$ cat src/rtl/stepper_step_decoder_if.sv
// rtl/stepper_step_decoder_if.sv - control/status bundle for the step/dir decoder
//
// Signals:
//   enable, clear        control from the host
//   step_in, dir_in      raw asynchronous step/dir lines
//   position             sign-magnitude step count ([31] = negative)
//   step_strobe          one-cycle pulse per accepted step
//   moving, step_period  activity flag and last step interval
//   overspeed_err, dir_err, overflow_err   sticky protocol flags
// Modports: master drives control and lines, slave is the decoder.

interface stepper_step_decoder_if;
  logic        enable;
  logic        clear;
  logic        step_in;
  logic        dir_in;
  logic [31:0] position;
  logic        step_strobe;
  logic        moving;
  logic [31:0] step_period;
  logic        overspeed_err;
  logic        dir_err;
  logic        overflow_err;

  modport master (
    output enable, clear, step_in, dir_in,
    input  position, step_strobe, moving, step_period,
    input  overspeed_err, dir_err, overflow_err
  );

  modport slave (
    input  enable, clear, step_in, dir_in,
    output position, step_strobe, moving, step_period,
    output overspeed_err, dir_err, overflow_err
  );
endinterface

$ cat src/rtl/stepper_step_decoder.sv
// rtl/stepper_step_decoder.sv - step/dir receiver with signed position count
//
// Ports:
//   clk    single clock, rising edge
//   rst_n  asynchronous active-low reset
//   bus    stepper_step_decoder_if.slave (control in, lines in, status out)
// Parameters:
//   SYNC_STAGES  synchronizer depth on step_in/dir_in (2..4)
//   MIN_PERIOD   minimum clocks between steps before overspeed_err
//   DIR_SETUP    clocks dir must be stable before a step
//   TIMEOUT      idle clocks before moving drops
//   POS_WIDTH    saturation width of the count; 32 gives +/-(2^31-1),
//                smaller values saturate earlier for short test runs
// Build option:
//   STEPPER_STEP_DECODER_PERIOD_EN  builds gap/step_period/moving/overspeed_err;
//   when undefined those outputs are tied to 0.

module stepper_step_decoder #(
  parameter int SYNC_STAGES = 2,
  parameter int MIN_PERIOD  = 4,
  parameter int DIR_SETUP   = 2,
  parameter int TIMEOUT     = 1000000,
  parameter int POS_WIDTH   = 32
) (
  input  logic                   clk,
  input  logic                   rst_n,
  stepper_step_decoder_if.slave  bus
);

  localparam int                AGE_W     = $clog2(DIR_SETUP + 2);
  localparam logic [AGE_W-1:0]  AGE_MAX   = AGE_W'(DIR_SETUP);
  localparam logic [31:0]       POS_MAX_U = (32'd1 << (POS_WIDTH - 1)) - 32'd1;
  localparam logic signed [31:0] POS_MAX  = $signed(POS_MAX_U);
  localparam logic signed [31:0] POS_MIN  = -POS_MAX;

  if (SYNC_STAGES < 2 || SYNC_STAGES > 4 || MIN_PERIOD < 1 || TIMEOUT < 1 ||
      DIR_SETUP < 0 || POS_WIDTH < 2 || POS_WIDTH > 32) begin : g_bad_params
    $error("stepper_step_decoder: parameter out of range");
  end

  // Synchronizers and previous-sample registers
  logic [SYNC_STAGES-1:0] step_sync_q, step_sync_d;
  logic [SYNC_STAGES-1:0] dir_sync_q,  dir_sync_d;
  logic                   step_prev_q, step_prev_d;
  logic                   dir_prev_q,  dir_prev_d;
  logic [AGE_W-1:0]       dir_age_q,   dir_age_d;

  // Count and flags
  logic signed [31:0]     pos_q, pos_d;
  logic                   step_strobe_q, step_strobe_d;
  logic                   dir_err_q, dir_err_d;
  logic                   overflow_err_q, overflow_err_d;

  logic                   sync_step;
  logic                   sync_dir;
  logic                   step_edge;
  logic                   step_accept;
  logic                   dir_changed;
  logic [AGE_W-1:0]       dir_age_now;
  logic                   at_limit;
  logic [31:0]            pos_mag;

  always_comb begin
    step_sync_d = {step_sync_q[SYNC_STAGES-2:0], bus.step_in};
    dir_sync_d  = {dir_sync_q[SYNC_STAGES-2:0],  bus.dir_in};

    sync_step   = step_sync_q[SYNC_STAGES-1];
    sync_dir    = dir_sync_q[SYNC_STAGES-1];

    // Previous samples track the line regardless of enable/clear, so a
    // line held high across a clear or a disable never looks like an edge.
    step_prev_d = sync_step;
    dir_prev_d  = sync_dir;

    step_edge   = sync_step & ~step_prev_q;
    step_accept = step_edge & bus.enable & ~bus.clear;

    // Age of the current synced dir: 0 in the cycle it changes, so a step
    // that coincides with the change is always flagged.
    dir_changed = sync_dir ^ dir_prev_q;
    dir_age_now = dir_changed ? '0 : dir_age_q;
    dir_age_d   = (dir_age_now < AGE_MAX) ? dir_age_now + AGE_W'(1) : dir_age_now;

    at_limit    = sync_dir ? (pos_q == POS_MIN) : (pos_q == POS_MAX);

    pos_d          = pos_q;
    step_strobe_d  = 1'b0;
    dir_err_d      = dir_err_q;
    overflow_err_d = overflow_err_q;

    if (bus.clear) begin
      pos_d          = '0;
      dir_err_d      = 1'b0;
      overflow_err_d = 1'b0;
    end else if (step_accept) begin
      step_strobe_d = 1'b1;
      if (dir_age_now < AGE_MAX) begin
        dir_err_d = 1'b1;
      end
      if (at_limit) begin
        overflow_err_d = 1'b1;
      end else if (sync_dir) begin
        pos_d = pos_q - 32'sd1;
      end else begin
        pos_d = pos_q + 32'sd1;
      end
    end
  end

  always_ff @(posedge clk or negedge rst_n) begin
    if (!rst_n) begin
      step_sync_q    <= '0;
      dir_sync_q     <= '0;
      step_prev_q    <= 1'b0;
      dir_prev_q     <= 1'b0;
      // Lines are treated as settled out of reset.
      dir_age_q      <= AGE_MAX;
      pos_q          <= '0;
      step_strobe_q  <= 1'b0;
      dir_err_q      <= 1'b0;
      overflow_err_q <= 1'b0;
    end else begin
      step_sync_q    <= step_sync_d;
      dir_sync_q     <= dir_sync_d;
      step_prev_q    <= step_prev_d;
      dir_prev_q     <= dir_prev_d;
      dir_age_q      <= dir_age_d;
      pos_q          <= pos_d;
      step_strobe_q  <= step_strobe_d;
      dir_err_q      <= dir_err_d;
      overflow_err_q <= overflow_err_d;
    end
  end

  // Sign-magnitude view; pos never reaches -2^31 so the magnitude fits in
  // 31 bits and a zero count always has a clear sign bit.
  always_comb begin
    pos_mag = pos_q[31] ? (32'd0 - pos_q) : pos_q;
  end

  assign bus.position     = {pos_q[31], pos_mag[30:0]};
  assign bus.step_strobe  = step_strobe_q;
  assign bus.dir_err      = dir_err_q;
  assign bus.overflow_err = overflow_err_q;

`ifdef STEPPER_STEP_DECODER_PERIOD_EN
  logic [31:0] gap_q, gap_d;
  logic [31:0] step_period_q, step_period_d;
  logic        have_edge_q, have_edge_d;
  logic        moving_q, moving_d;
  logic        overspeed_err_q, overspeed_err_d;
  logic [31:0] gap_inc;

  always_comb begin
    gap_inc         = (gap_q == '1) ? gap_q : gap_q + 32'd1;
    gap_d           = gap_q;
    step_period_d   = step_period_q;
    have_edge_d     = have_edge_q;
    moving_d        = moving_q;
    overspeed_err_d = overspeed_err_q;

    if (bus.clear) begin
      gap_d           = '0;
      step_period_d   = '0;
      have_edge_d     = 1'b0;
      moving_d        = 1'b0;
      overspeed_err_d = 1'b0;
    end else if (step_accept) begin
      // gap_inc is the interval ending at this edge.
      gap_d       = '0;
      have_edge_d = 1'b1;
      moving_d    = 1'b1;
      if (have_edge_q) begin
        step_period_d = gap_inc;
        if (gap_inc < 32'(MIN_PERIOD)) begin
          overspeed_err_d = 1'b1;
        end
      end
    end else begin
      gap_d = gap_inc;
      if (gap_inc == 32'(TIMEOUT)) begin
        moving_d = 1'b0;
      end
    end
  end

  always_ff @(posedge clk or negedge rst_n) begin
    if (!rst_n) begin
      gap_q           <= '0;
      step_period_q   <= '0;
      have_edge_q     <= 1'b0;
      moving_q        <= 1'b0;
      overspeed_err_q <= 1'b0;
    end else begin
      gap_q           <= gap_d;
      step_period_q   <= step_period_d;
      have_edge_q     <= have_edge_d;
      moving_q        <= moving_d;
      overspeed_err_q <= overspeed_err_d;
    end
  end

  assign bus.step_period   = step_period_q;
  assign bus.moving        = moving_q;
  assign bus.overspeed_err = overspeed_err_q;
`else
  assign bus.step_period   = '0;
  assign bus.moving        = 1'b0;
  assign bus.overspeed_err = 1'b0;
`endif

endmodule

$ cat src/flat_wrapper.sv
// flat-port wrapper written by rule: the top's interface ports become plain ports
module stepper_step_decoder_flat 
#(
  parameter int SYNC_STAGES = 2,
  parameter int MIN_PERIOD  = 4,
  parameter int DIR_SETUP   = 2,
  parameter int TIMEOUT     = 1000000,
  parameter int POS_WIDTH   = 32
)
  (clk, rst_n, bus_enable, bus_clear, bus_step_in, bus_dir_in, bus_position, bus_step_strobe, bus_moving, bus_step_period, bus_overspeed_err, bus_dir_err, bus_overflow_err);
  stepper_step_decoder_if bus_i ();
  input  logic clk;
  input  logic rst_n;
  input wire logic [$bits(bus_i.enable)-1:0] bus_enable;
  input wire logic [$bits(bus_i.clear)-1:0] bus_clear;
  input wire logic [$bits(bus_i.step_in)-1:0] bus_step_in;
  input wire logic [$bits(bus_i.dir_in)-1:0] bus_dir_in;
  output wire logic [$bits(bus_i.position)-1:0] bus_position;
  output wire logic [$bits(bus_i.step_strobe)-1:0] bus_step_strobe;
  output wire logic [$bits(bus_i.moving)-1:0] bus_moving;
  output wire logic [$bits(bus_i.step_period)-1:0] bus_step_period;
  output wire logic [$bits(bus_i.overspeed_err)-1:0] bus_overspeed_err;
  output wire logic [$bits(bus_i.dir_err)-1:0] bus_dir_err;
  output wire logic [$bits(bus_i.overflow_err)-1:0] bus_overflow_err;
  assign bus_i.enable = bus_enable;
  assign bus_i.clear = bus_clear;
  assign bus_i.step_in = bus_step_in;
  assign bus_i.dir_in = bus_dir_in;
  assign bus_position = bus_i.position;
  assign bus_step_strobe = bus_i.step_strobe;
  assign bus_moving = bus_i.moving;
  assign bus_step_period = bus_i.step_period;
  assign bus_overspeed_err = bus_i.overspeed_err;
  assign bus_dir_err = bus_i.dir_err;
  assign bus_overflow_err = bus_i.overflow_err;
  stepper_step_decoder #(.SYNC_STAGES(SYNC_STAGES), .MIN_PERIOD(MIN_PERIOD), .DIR_SETUP(DIR_SETUP), .TIMEOUT(TIMEOUT), .POS_WIDTH(POS_WIDTH)) u_core (.clk(clk), .rst_n(rst_n), .bus(bus_i));
endmodule
$ cat config.mk
export PLATFORM = sky130hd
export DESIGN_NAME = stepper_step_decoder_flat
export DESIGN_NICKNAME = d
export VERILOG_FILES = /design/src/rtl/stepper_step_decoder_if.sv /design/src/rtl/stepper_step_decoder.sv /design/src/flat_wrapper.sv
export SDC_FILE = /design/constraint.sdc
export NUM_CORES = 1
export LEC_CHECK = 0
export BUFFER_PORTS_ARGS = -buffer_cell sky130_fd_sc_hd__buf_4
export CORE_MARGIN = 3
export CORE_UTILIZATION = 55
export CTS_CLUSTER_DIAMETER = 80
export DETAILED_ROUTE_END_ITERATION = 6
export PLACE_DENSITY = 0.79
export SLEW_MARGIN = 40
export SYNTH_ARGS = -nofsm -noshare
export SYNTH_HDL_FRONTEND = slang
export SYNTH_SLANG_ARGS = --single-unit
$ cat constraint.sdc
create_clock -name clk -period 3.7 [get_ports clk]
set_clock_uncertainty 0.1 [all_clocks]
set_input_delay 0.37 -clock clk [delete_from_list [all_inputs] [get_ports clk]]
set_output_delay 0.37 -clock clk [all_outputs]
set_load 0.03 [all_outputs]
==> results of run 1 <==
==> cells in the mapped netlist, types with 8 or more instances <==
cell / instances
nor2_1: 33
ha_1: 33
xnor2_1: 46
inv_1: 14
a21oi_1: 48
or3_1: 8
nand3b_1: 9
o31ai_1: 9
dfrtp_1: 42
a21o_1: 11
o21ai_0: 30
buf_4: 36
o41ai_1: 8
nand2_1: 76
==> state kept, by name, indices dropped and copies added (netlist names) <==
| name | count |
|---|---|
| u_core.bus.dir_err | 1 |
| u_core.bus.overflow_err | 1 |
| u_core.bus.step_strobe | 1 |
| u_core.dir_age_q | 2 |
| u_core.dir_prev_q | 1 |
| u_core.dir_sync_q | 2 |
| u_core.pos_q | 32 |
| u_core.step_prev_q | 1 |
| u_core.step_sync_q | 2 |
==> cell type report <==
class	count	area share (%)
multi-input combinational	436	61.6
tap	96	2.65
clock inverter	3	1.49
clock buffer	5	1.52
inverter	14	1.16
sequential	43	23.8
timing repair buffer	45	7.79
==> path summary, 6_finish.rpt <==
kind                                                 start                              end  slack [ns]  cells past startpoint
setup / recovery               u_core.pos_q[3]$_DFFE_PN0P_                 bus_position[28]        0.14                      9
hold / removal                                  bus_dir_in   u_core.dir_sync_q[0]$_DFF_PN0_        0.06                      1
setup reg to reg               u_core.pos_q[0]$_DFFE_PN0P_     u_core.pos_q[26]$_DFFE_PN0P_        0.40                     11
hold reg to reg            u_core.step_sync_q[0]$_DFF_PN0_  u_core.step_sync_q[1]$_DFF_PN0_        0.25                      0
max in group asynchronous                            rst_n      u_core.pos_q[9]$_DFFE_PN0P_        2.62                      2
min in group asynchronous                            rst_n  u_core.step_sync_q[1]$_DFF_PN0_        0.50                      2
==> power breakdown <==
part,switching (mW),internal (mW)
clock,0.187,0.269
combinational,0.339,0.176
sequential,0.0305,0.501
==> layout by cell type, fill, tap and decap left out, drive strengths merged, types with 5 or more instances in the layout <==
cell | synthesis | layout
and3 | 6 | 6
a31oi | 5 | 5
a21o | 11 | 11
a21oi | 48 | 48
or3 | 8 | 8
xor2 | 6 | 6
o31ai | 9 | 9
nor2 | 33 | 33
nand2 | 76 | 76
or4 | 6 | 6
xnor2 | 46 | 46
ha | 33 | 33
nand2b | 7 | 7
clkbuf | 7 | 5
o41ai | 8 | 8
nor2b | 5 | 5
a211oi | 7 | 7
o21bai | 5 | 5
o21ai | 30 | 30
inv | 14 | 14
conb | 1 | 34
nand3b | 9 | 9
a21boi | 5 | 5
dfrtp | 42 | 42
buf | 42 | 44
or2 | 5 | 5
==> layer usage <==
metal / wire length, um / share of wire, % / vias to the layer above / track usage [%]
li1: - / - / 1816 / -
met1: 4550 / 45 / 1832 / 32.3
met2: 4840 / 48 / 135 / 40.7
met3: 582 / 5.7 / 17 / 3.98
met4: 165 / 1.6 / 0 / 6.81
met5: 0 / 0 / - / 0
==> per-stage QoR <==
stage	util, %	setup slack (ns)
2_1_floorplan	-	0.375
3_3_place_gp	62.1	0.465
3_5_place_dp	62.1	0.404
4_1_cts	64.2	0.0443
5_1_grt	64.5	-0.00849
6_report	64.5	0.138
==> logic make-up after synthesis <==
| logic type | count (synthesis) | synth area share (%) |
|---|---|---|
| simple gates | 174 | 20.5 |
| compound gates | 142 | 22.0 |
| buf+inv | 63 | 9.66 |
| xor+xnor | 52 | 11.1 |
| flops | 43 | 26.1 |
| fa+ha+maj | 34 | 10.5 |
| other cells | 1 | 0.0910 |
==> timing repair <==
| action | in CTS | in global routing |
|---|---|---|
| hold buffers | 1 | 0 |
| resized for setup | 0 | 3 |
| hold endpoints to repair | 42 | 0 |
| setup endpoints to repair | 0 | 2 |
==> flow_summary.json, run 1 <==
{
  "status": "finished clean",
  "final_hold_viol_count": 0,
  "cap_violations": 0,
  "async_flop_share_pct": 100,
  "antenna_found_initial": 0,
  "drv_slew": 0,
  "dieArea_um2": 8570,
  "multi_input_area_um2": 2790,
  "clk_pin_slew_worst_paths_ns": 0.09,
  "start_util_pct": 58.7,
  "timing.final.crit_share_pct": 96.3,
  "viasPerCell": 5.92,
  "drc": 0,
  "syn-instance-count": 509,
  "core_um2": 7020,
  "clkLatencyLatePin_ns": 0.31,
  "num_vias": 3800,
  "path_cells": "or4_1 > nor4_4 > nand3b_1 > or2_2 > inv_1 > nand2_1 > o41ai_2 > xnor2_1 > buf_4",
  "area_growth_syn_to_layout_pct": 9.93,
  "fillers": 622,
  "synth_top_area_share_pct": 25.5,
  "fp.dieH_um": 92.6,
  "post-route-min-period_ns": 3.56,
  "diodes": 0,
  "pwr_density_cell_nw_per_um2": 332,
  "cp_top_family": "simple AND/OR/NAND/NOR gates",
  "rows": 30,
  "globalplace.congestion": 0.937,
  "final_area_um2": 4530,
  "die_x_um": 92.6,
  "dp_hpwl_mm": 7.39,
  "grt_pass1_vias": 3595,
  "setup_viol": 0,
  "worst_pin_slew_ns": 0.572,
  "tritoncts": "yes",
  "slew_headroom_pct": 61.9,
  "seq_area_frac_synth_pct": 26.1,
  "crit_path_top_delay_cell": "or4_1",
  "synth_top_area_cell": "dfrtp_1",
  "holdWs_ns": 0.0586,
  "synth_edf_count": 0,
  "io_pins": 75,
  "start_kind": "register",
  "io_buffers": 40,
  "path_max_fanout": 7,
  "drt_iter0_drc": 263,
  "min_path_type": "input pin to register",
  "endpoint_kind": "primary output",
  "synth_area_um2": 4120,
  "grt_overflow": 0,
  "seqCellArea_um2": 1080,
  "cts_buffers": 5,
  "grt_max_degree": 44,
  "irDropWorstVdd_uv": 210,
  "ys_ff_latch": 43,
  "ys.flop_type": "dfrtp_1",
  "finalNetCount": 585,
  "worstPathArrival_ns": 3.09,
  "max_stage_delay_ns": 0.59,
  "ys_types": 50,
  "avgSynthCellArea_um2": 8.09,
  "post_cts.repair.setup_buffers": 0,
  "ys_warn_count": 0,
  "p_leak_nw": 2.11,
  "fmax_ghz": 0.281,
  "cts_root_buffer": "clkbuf_8",
  "crit_type": "register to primary output",
  "path_buf_inv": 2,
  "final_cells": 642,
  "placed_area_um2": 4360,
  "grt_usage_pct": 24.3,
  "routed_wl_mm": 10.1,
  "clockBufferDepth": 2,
  "routedWlPerCell_um": 15.8,
  "h-tree-depth": 2,
  "cts.sinks": 43,
  "synth_area_leaders": "dfrtp_1, ha_1, xnor2_1",
  "final.setup.tns_ns": 0,
  "drive_above_1_share_pct": 12.1,
  "antenna_left": 0,
  "p_total_mw": 1.50,
  "crit_required_ns": 3.23,
  "dp.cells": 633,
  "dr.pass1.iters": 5,
  "grt_pass1_wl_mm": 17.2
}
Note: power is estimated with default switching activity, not from simulation.
==> run 2, diff against run 1 <==
- PLACE_DENSITY: 0.79 -> not set
- PLACE_DENSITY_LB_ADDON: not set -> 0.15
==> flow_summary.json, run 2 (synthesized netlist as in run 1, its figures left out) <==
{
  "irDropWorstVdd_uv": 172,
  "crit_required_ns": 3.23,
  "viasPerCell": 5.87,
  "final_cell_mix": "nand2_1, a21oi_1, xnor2_1",
  "start_util_pct": 58.7,
  "setup_viol": 0,
  "routedWlPerCell_um": 15.7,
  "routed.top_layer": "met4",
  "area_growth_syn_to_layout_pct": 9.14,
  "diodes": 0,
  "finalNetCount": 586,
  "grt_pass1_vias": 3519,
  "path_cells": "or4_4 > nor4_4 > nand3b_1 > or2_2 > inv_1 > nand2_1 > o41ai_2 > xnor2_1 > buf_4",
  "status": "finished clean",
  "num_vias": 3773,
  "p_clk_share_pct": 23.8,
  "p_sw_uw": 559,
  "wirelength_met1_mm": 4.74,
  "dr.pass1.iters": 6,
  "clockBufferDepth": 2,
  "rsz0062_at_grt": "false",
  "fillers": 634,
  "seq_power_share_pct": 38.8,
  "cts_root_buffer": "clkbuf_8",
  "die_x_um": 92.6,
  "switching_share_pct": 40.7,
  "post-route-util_pct": 64.1,
  "final.setup.tns_ns": 0,
  "grt_max_degree": 44,
  "crit_type": "register to primary output",
  "fmax_ghz": 0.282,
  "min_path_type": "input pin to register",
  "antenna_left": 0,
  "multi_input_area_um2": 2790,
  "p_leak_nw": 2.09,
  "path_max_fanout": 7,
  "cap_violations": 0,
  "pwr_density_cell_nw_per_um2": 305,
  "pwr-share-comb_pct": 37.5,
  "largest_reg_flops": 32,
  "endpoint_kind": "primary output",
  "core_um2": 7020,
  "internal-power_uw": 814,
  "wl_met2_mm": 4.74,
  "drive_above_1_share_pct": 12.4,
  "io_buffers": 40,
  "pre_cts_ws_ns": 0.416,
  "worstPathArrival_ns": 3.07,
  "worst_pin_slew_ns": 0.571,
  "cts.sinks": 43,
  "cp_top_family": "simple AND/OR/NAND/NOR gates",
  "worst_slack_ns": 0.156,
  "final_hold_viol_count": 0,
  "crit_path_top_delay_cell": "or4_4",
  "clkLatencyLatePin_ns": 0.31,
  "dp_hpwl_mm": 7.36,
  "max_stage_delay_ns": 0.55,
  "rows": 30,
  "layout_commonest_cell": "nand2_1",
  "cts_buffers": 5,
  "regMostFlops": "u_core.pos_q",
  "grt_overflow": 0,
  "drv_slew": 0,
  "grt_usage_pct": 23.6,
  "path_buf_inv": 2,
  "globalplace.congestion": 0.898,
  "clk_pin_slew_worst_paths_ns": 0.10,
  "seqCellArea_um2": 1080,
  "io_pins": 75,
  "drt_iter0_drc": 211,
  "wl_met3_um": 512,
  "slew_headroom_pct": 61.9,
  "post-route-min-period_ns": 3.54,
  "antenna_found_initial": 0,
  "tritoncts": "yes",
  "post_cts.repair.setup_buffers": 0,
  "start_kind": "register",
  "routed_wl_mm": 10.1,
  "grt_pass1_wl_mm": 16.7,
  "dieArea_um2": 8570,
  "drc": 0,
  "timing.final.crit_share_pct": 95.8,
  "fp.dieH_um": 92.6,
  "h-tree-depth": 2
}
[run 2: cell types whose count changed in the layout (fill, tap and decap cells not counted), sizes merged]
| cell | previous run | this run |
|---|---|---|
| buf | 44 | 45 |
| clkinvlp | 1 | 2 |
| bufinv | 2 | 0 |
| inv | 14 | 15 |
[run 2: cell type report]
class / instances / share of cell area (%)
Tap cell: 96 / 2.67
Multi-Input combinational cell: 436 / 62.1
Timing Repair Buffer: 46 / 8.01
Clock buffer: 5 / 1.53
Sequential cell: 43 / 24.0
Clock inverter: 3 / 0.529
Inverter: 14 / 1.17
[run 2: worst paths after layout]
kind	depth (start not counted)	to	slack [ns]	startpoint
max	9	bus_position[28]	0.16	u_core.pos_q[3]$_DFFE_PN0P_
min	1	u_core.step_sync_q[0]$_DFF_PN0_	0.07	bus_step_in
max reg2reg	11	u_core.pos_q[19]$_DFFE_PN0P_	0.34	u_core.dir_sync_q[1]$_DFF_PN0_
min reg2reg	0	u_core.step_sync_q[1]$_DFF_PN0_	0.26	u_core.step_sync_q[0]$_DFF_PN0_
max in group asynchronous	2	u_core.pos_q[16]$_DFFE_PN0P_	2.62	rst_n
min in group asynchronous	2	u_core.pos_q[1]$_DFFE_PN0P_	0.49	rst_n
[run 2: worst register-to-register path: cells and delay by family, from the launching register on]
kind,cells,cell delay (ns)
AOI/OAI and AO/OA,6,1.55
DFF,1,0.53
and+or+nand+nor,2,0.39
adders and majority gates,1,0.30
buffers and inverters,1,0.26
xor gates and xnor gates,1,0.17
[run 2: per-stage QoR]
stage          cells  instance area (um^2)  power (mW)  hold WS, ns
2_1_floorplan    542                  4240       0.936      -0.0256
3_3_place_gp     634                  4370        1.03        0.234
3_5_place_dp     634                  4370        1.04        0.240
4_1_cts          643                  4470        1.37       0.0564
5_1_grt          643                  4500        1.45       0.0510
6_report         643                  4500        1.37       0.0655
[run 2: repair_timing]
item / CTS / global route
resized for setup: 0 / 4
setup endpoints to repair: 0 / 5
endpoints found under the hold margin: 42 / 0
hold buffers: 1 / 0
[run 2: power groups by stage]
stage | Sequential (mW) | Clock [mW] | Combinational [mW]
2_1_floorplan | 0.537 | 0 | 0.399
3_3_place_gp | 0.539 | 0 | 0.496
3_5_place_dp | 0.540 | 0 | 0.503
4_1_cts | 0.531 | 0.335 | 0.507
5_1_grt | 0.536 | 0.358 | 0.561
6_report | 0.532 | 0.326 | 0.515
[run 2: layer usage]
layer / GRT usage [%] / up-vias
li1: - / 1819
met1: 31.9 / 1827
met2: 39.3 / 116
met3: 3.49 / 11
met4: 5.94 / 0
met5: 0 / -
